--- src/rtl/serial2par_align_2lane.sv ---
// Two-lane serial-to-parallel receiver: each lane finds byte alignment on the COM
// symbol, locks after COM_LOCK aligned COMs, then emits one byte per 8 bits with a valid strobe.
module serial2par_align_2lane #(
  parameter logic [7:0]  COM      = 8'hBC,
  parameter int unsigned COM_LOCK = 4
) (
  input  logic       clk,
  input  logic       reset,
  input  logic [1:0] ser_in,
  output logic [7:0] data_out0,
  output logic [7:0] data_out1,
  output logic [1:0] valid_out,
  output logic [1:0] active
);

  typedef enum logic [1:0] {
    UNLOCKED = 2'd0,
    ALIGNING = 2'd1,
    LOCKED   = 2'd2
  } lane_state_t;

  localparam logic [3:0] LOCK_CNT = 4'(COM_LOCK);

  lane_state_t state     [2];
  lane_state_t state_nxt [2];
  logic [6:0]  shreg     [2];
  logic [7:0]  win       [2];
  logic [2:0]  bit_cnt     [2];
  logic [2:0]  bit_cnt_nxt [2];
  logic [3:0]  com_cnt     [2];
  logic [3:0]  com_cnt_nxt [2];
  logic [7:0]  data_q    [2];
  logic [7:0]  data_nxt  [2];
  logic [1:0]  valid_q;
  logic [1:0]  valid_nxt;
  logic [1:0]  active_q;

  // Only the low 7 window bits are ever reused, so the shift register keeps just those.
  always_comb begin
    valid_nxt = '0;
    for (int unsigned n = 0; n < 2; n++) begin
      win[n]         = {shreg[n], ser_in[n]};
      state_nxt[n]   = state[n];
      bit_cnt_nxt[n] = bit_cnt[n];
      com_cnt_nxt[n] = com_cnt[n];
      data_nxt[n]    = data_q[n];
      case (state[n])
        UNLOCKED: begin
          if (win[n] == COM) begin
            bit_cnt_nxt[n] = '0;
            com_cnt_nxt[n] = 4'd1;
            state_nxt[n]   = (LOCK_CNT == 4'd1) ? LOCKED : ALIGNING;
          end
        end
        ALIGNING: begin
          bit_cnt_nxt[n] = bit_cnt[n] + 3'd1;
          if (bit_cnt[n] == 3'd7) begin
            if (win[n] == COM) begin
              com_cnt_nxt[n] = com_cnt[n] + 4'd1;
              if (com_cnt[n] + 4'd1 == LOCK_CNT)
                state_nxt[n] = LOCKED;
            end else begin
              com_cnt_nxt[n] = '0;
              state_nxt[n]   = UNLOCKED;
            end
          end
        end
        LOCKED: begin
          bit_cnt_nxt[n] = bit_cnt[n] + 3'd1;
          if (bit_cnt[n] == 3'd7) begin
            data_nxt[n]  = win[n];
            valid_nxt[n] = (win[n] != COM);
          end
        end
        default: state_nxt[n] = UNLOCKED;
      endcase
    end
  end

  always_ff @(posedge clk) begin
    if (reset) begin
      for (int unsigned n = 0; n < 2; n++) begin
        state[n]   <= UNLOCKED;
        shreg[n]   <= '0;
        bit_cnt[n] <= '0;
        com_cnt[n] <= '0;
        data_q[n]  <= '0;
      end
      valid_q  <= '0;
      active_q <= '0;
    end else begin
      for (int unsigned n = 0; n < 2; n++) begin
        state[n]    <= state_nxt[n];
        shreg[n]    <= win[n][6:0];
        bit_cnt[n]  <= bit_cnt_nxt[n];
        com_cnt[n]  <= com_cnt_nxt[n];
        data_q[n]   <= data_nxt[n];
        active_q[n] <= (state_nxt[n] == LOCKED);
      end
      valid_q <= valid_nxt;
    end
  end

  assign data_out0 = data_q[0];
  assign data_out1 = data_q[1];
  assign valid_out = valid_q;
  assign active    = active_q;

endmodule

--- config.mk ---
export PLATFORM = sky130hd
export DESIGN_NAME = serial2par_align_2lane
export DESIGN_NICKNAME = d
export VERILOG_FILES = /design/src/rtl/serial2par_align_2lane.sv
export SDC_FILE = /design/constraint.sdc
export NUM_CORES = 1
export LEC_CHECK = 0
export ABC_AREA = 1
export CAP_MARGIN = 25
export CORE_MARGIN = 3
export CORE_UTILIZATION = 45
export CTS_CLUSTER_DIAMETER = 60
export DETAILED_ROUTE_END_ITERATION = 7
export GPL_TIMING_DRIVEN = 0
export PLACE_DENSITY = 0.66
export SLEW_MARGIN = 20
export SYNTH_ARGS = -nofsm -noshare
export SYNTH_HDL_FRONTEND = slang
export SYNTH_SLANG_ARGS = --single-unit
--- constraint.sdc ---
create_clock -name clk -period 3.2 [get_ports clk]
set_input_delay 0.64 -clock clk [delete_from_list [all_inputs] [get_ports clk]]
set_output_delay 0.64 -clock clk [all_outputs]
set_load 0.01 [all_outputs]
## After elaboration in Yosys (flattened, before gate mapping)

Memories as Yosys holds them, arrays and structs flattened.
Index checks and enable logic that the tools add are counted.

| cells by class | value |
|---|---|
| bitwise gates (word level) | 14 |
| add/subtract/negate cells | 4 |
| equal/unequal tests | 14 |
| mux-type cells | 39 |
| reductions and logical operators | 6 |

Operators with widths:

| operator | number |
|---|---|
| two-way mux 8 bit | 6 |
| two-way mux 4 bit | 8 |
| two-way mux 2 bit | 10 |
| equality test 8 bit (second input constant) | 2 |
| inequality test 8 bit (second input constant) | 2 |
| one-hot mux 4 bit (2 select lines) | 2 |
| two-way mux 7 bit | 2 |
| two-way mux 3 bit | 4 |
| one-hot mux 2 bit (3 select lines) | 2 |
| one-hot mux 3 bit (2 select lines) | 2 |
| OR 1 bit | 10 |
| adder 4 x 1 -> 4 bit (second input constant) | 2 |
| equality test 2 bit (second input constant) | 4 |
| equality test 4 x 3 -> 1 bit (second input constant) | 2 |
| adder 3 x 1 -> 3 bit (second input constant) | 2 |
| equality test 3 bit (second input constant) | 2 |
| OR reduction 3 bit | 2 |
| equality test 2 x 1 -> 1 bit (second input constant) | 2 |
| zero test 2 bit | 2 |
| inverter 1 bit | 4 |
| OR reduction 2 bit | 2 |
| two-way mux 1 bit | 3 |

| storage, ports and cells | value |
|---|---|
| logic and storage cells | 85 |
| memories | 5 |
| bits in registers | 4 |
| bits in writable memories | 48 |
| output and inout bits | 20 |
| input port bits | 4 |

Memory list:

| memory | depth | bits a word | read ports | clocked after memory_dff | write ports | line | text |
|---|---|---|---|---|---|---|---|
| data_q | 2 | 8 | 2 | 0 | 2 | 32 | `logic [7:0] data_q [2];` |
| shreg | 2 | 7 | 2 | 0 | 2 | 26 | `logic [6:0] shreg [2];` |
| com_cnt | 2 | 4 | 2 | 0 | 2 | 30 | `logic [3:0] com_cnt [2];` |
| bit_cnt | 2 | 3 | 2 | 0 | 2 | 28 | `logic [2:0] bit_cnt [2];` |
| state | 2 | 2 | 2 | 0 | 2 | 24 | `lane_state_t state [2];` |

## Logic depth before layout (Yosys ltp)

| logic depth | value |
|---|---|
| depth in word-level cells | 7 |
| depth in mapped cells | 11 |
| mapped depth without buffers | 11 |

## Least setup slack after synthesis

OpenSTA, ideal clock, no wires.

| timing path | value |
|---|---|
| path type | input -> register |
| from | in ser_in[1] |
| to | mem com_cnt[1][2] (netlist: com_cnt[0][6]) |
| data required time | 3.072 ns |
| arrival time | 1.309 ns |
| setup time | 0.128 ns |
| path buffers | 0 |
| slack | 1.764 ns |
| cell stages on the path | 10 |
| path through | inv_2 nand2_1 nor2_2 nand2_2 inv_2 nor2_2 nor2_2 nand2_1 nand2_1 nor2_1 |

RTL lines:

| item | line | text |
|---|---|---|
| start: declaration | 9 | `input logic [1:0] ser_in,` |
| end: declaration | 30 |  |

==> results.sh <==
export IMPL_drtIter0Drc=82
export IMPL_cpPeakStageDelay_ps=550
export IMPL_antennaDiodeCount=0
export IMPL_cts_sinks=52
export IMPL_dpl_cell_count=407
export IMPL_syn_area_per_cell_um2=7.29
export IMPL_antenna_found_initial=0
export IMPL_place_area_um2=2630
export IMPL_dieWidth_um=77.7
export IMPL_h_tree_depth=2
export IMPL_dr_pass1_iters=4
export IMPL_setup_viol=0
export IMPL_synth_area_leader_cell="dfxtp_1"
export IMPL_clockBufferDepth=2
export IMPL_tns_ps=0
export IMPL_io_buffers=23
export IMPL_pin_count=24
export IMPL_area_growth_pct=19.2
export IMPL_internal_power_mw=1.02
export IMPL_comb_power_share=0.088
export IMPL_via_per_inst=4.71
export IMPL_nNetsFinal=367
export IMPL_gp_congestion=0.766
export IMPL_synth_top_cell_area_share=0.450
export IMPL_swShare=0.224
export IMPL_grt_ovfl_total=0
export IMPL_ctsResizeCount=0
export IMPL_core_region_area_um2=4850
export IMPL_p_leak_nw=1.25
export IMPL_whs_endpoint="shreg[0][1]"
export IMPL_first_global_vias=1820
export IMPL_synth_seq_cells=52
export IMPL_drive_gt1_frac=0.0893
export IMPL_wl_um=4420
export IMPL_status="completed"
export IMPL_synth_area_um2=2310
export IMPL_final_area_um2=2750
export IMPL_rr_worst_depth=8
export IMPL_min_period_over_period=0.574
export IMPL_cts_hold_buf=0
export IMPL_cts_tree="yes"
export IMPL_criticalPathCategory="register to output port"
export IMPL_rsz0062_at_grt="false"
export IMPL_route_vias_total=1952
export IMPL_p_switching_uw=295
export IMPL_initial_core_util=0.477
export IMPL_die_height_um=77.7
export IMPL_p_per_area_nw_per_um2=478
export IMPL_peakVddDrop_mv=0.270
export IMPL_root_buffer="clkbuf_8"
export IMPL_critPathTopFamily="buffers and inverters"
export IMPL_grt_pass1_wl_um=7940
export IMPL_grt_total_usage=0.162
export IMPL_seq_area_frac_synth=0.450
export IMPL_synth_nets=337
export IMPL_required_ps=2560
export IMPL_cp_slowest_cell="clkdlybuf4s50_1"
export IMPL_syn_inst=317
export IMPL_row_count=25
export IMPL_max_freq_mhz=545
export IMPL_r2r_slack_ps=1600
export IMPL_drv_cap=0
export IMPL_wl_per_cell_um=10.7
export IMPL_drv_slew=0
export IMPL_register_area_um2=1040
export IMPL_holdPathStages=2
export IMPL_clk_latency_ps=300
export IMPL_start_kind="register"
export IMPL_fin_cells=414
export IMPL_total_power_mw=1.32
export IMPL_grt_max_degree=16
export IMPL_finClkSkew_ps=8.53
export IMPL_drcViolationCount=0
export IMPL_clk_pin_slew_ps=90
export IMPL_p_seq_frac=0.521
export IMPL_slew_headroom=0.620
export IMPL_holdCritPathClass="register to register"
export IMPL_crit_chain="clkdlybuf4s50_1"
export IMPL_post_place_ws_ps=1100
export IMPL_p_clk_frac=0.392
export IMPL_ant_nets=0
export IMPL_worst_path_buf_inv=1
export IMPL_die_area_um2=6030
export IMPL_hpwl_um=3260
export IMPL_r2r_start="bit_cnt[0][3]"
export IMPL_r2r_end="com_cnt[0][7]"
export IMPL_fillers=476
export IMPL_worstHoldStart="shreg[0][0]"
export IMPL_setup_slack_ps=1360
export IMPL_end_kind="output port"
export IMPL_fin_crit_ps=1840
export IMPL_arrival_ps=1200
export IMPL_worstMarginPinSlew_ps=570
export IMPL_synthTopCellsByArea="dfxtp_1 45%, nand2_1 12%, ha_1 8.7%"
export IMPL_cts_buffers=5
export IMPL_path_max_fanout=2
export IMPL_multi_input_area_um2=1060
export IMPL_synth_distinct_cells=22
export IMPL_yosys_warnings=0
export IMPL_post_cts_setup_buffer_count=0
export IMPL_hold_violations=0
## power by group through the flow
| stage | logic, mW | clock network [mW] | registers (mW) |
|---|---|---|---|
| after floorplan | 0.0866 | 0 | 0.698 |
| after global placement | 0.113 | 0 | 0.700 |
| after global routing | 0.134 | 0.554 | 0.690 |
| after detailed placement | 0.116 | 0 | 0.701 |
| final | 0.115 | 0.516 | 0.686 |
| after CTS | 0.117 | 0.529 | 0.686 |
## flip-flops by register name (all words and copies together) (netlist names)
| name | flops |
|---|---|
| com_cnt | 8 |
| data_q | 16 |
| state | 4 |
| bit_cnt | 6 |
| shreg | 14 |
| active | 2 |
| valid_out | 2 |
## metal layers
| metal | wire length, µm | track usage |
|---|---|---|
| met1 | 2310 | 0.220 |
| met2 | 1900 | 0.252 |
| met3 | 149 | 0.0348 |
| met4 | 63 | 0.0587 |
| met5 | 0 | 0 |
## area by class of cell
class | count | area share
clock buffers | 5 | 0.0250
clock inverters | 2 | 0.0218
multi-input cells | 211 | 0.386
flip-flops and latches | 52 | 0.378
repair buffers | 23 | 0.0836
plain buffers | 7 | 0.0109
well taps | 67 | 0.0304
inverters | 47 | 0.0641
## cells in the mapped netlist
| master | number |
|---|---|
| nand2_1 | 72 |
| dfxtp_1 | 52 |
| nor2_1 | 46 |
| inv_1 | 39 |
| a21oi_1 | 25 |
| o21ai_0 | 17 |
| ha_1 | 16 |
| nand3_1 | 11 |
| inv_2 | 8 |
| nor2_2 | 6 |
| nor3_1 | 5 |
| nand2_2 | 4 |
| buf_2 | 3 |
| nand4_1 | 3 |
| buf_1 | 2 |
| clkbuf_1 | 2 |
| a31oi_1 | 1 |
| nor2_4 | 1 |
| o21ai_1 | 1 |
| o21ai_2 | 1 |
| o21bai_2 | 1 |
| or2_1 | 1 |
## per-stage QoR
step,utilization,hold WS [ps]
2_1_floorplan,-,414
3_3_place_gp,0.541,427
3_5_place_dp,0.541,433
4_1_cts,0.568,444
5_1_grt,0.568,448
6_report,0.568,440
## kinds of logic (layout without fill, tap and decap cells)
family | after synthesis | in the layout | share of synthesized area
flops | 52 | 52 | 0.450
buf+inv | 54 | 84 | 0.0893
compound gates | 46 | 46 | 0.104
simple gates | 149 | 149 | 0.269
fa+ha+maj | 16 | 16 | 0.0866
## cells in the final DEF (no fill, tap or decap), types with 3 or more instances in the layout
cell type / Yosys / layout
dfxtp_1: 52 / 52
nand3_1: 11 / 11
ha_1: 16 / 16
nor2_1: 46 / 46
inv_1: 39 / 39
buf_2: 3 / 3
nand2_1: 72 / 72
nor3_1: 5 / 5
inv_2: 8 / 8
a21oi_1: 25 / 25
o21ai_0: 17 / 17
nand4_1: 3 / 3
nor2_2: 6 / 6
clkdlybuf4s50_1: 0 / 23
nand2_2: 4 / 4
clkbuf_8: 0 / 5
## worst max-delay path by stage
stage	depth (start not counted)	slack, ps	start	endpoint
2_1_floorplan	10	1760	ser_in[1]	com_cnt[0][6]
3_3_place_gp	4	1110	reset	state[0][0]
3_5_place_dp	11	1100	ser_in[1]	com_cnt[0][6]
4_1_cts	1	1350	data_q[0][7]	data_out0[7]
5_1_grt	11	1260	ser_in[1]	com_cnt[0][7]
6_report	1	1360	data_q[0][5]	data_out0[5]
(Power assumes the default switching activity.)
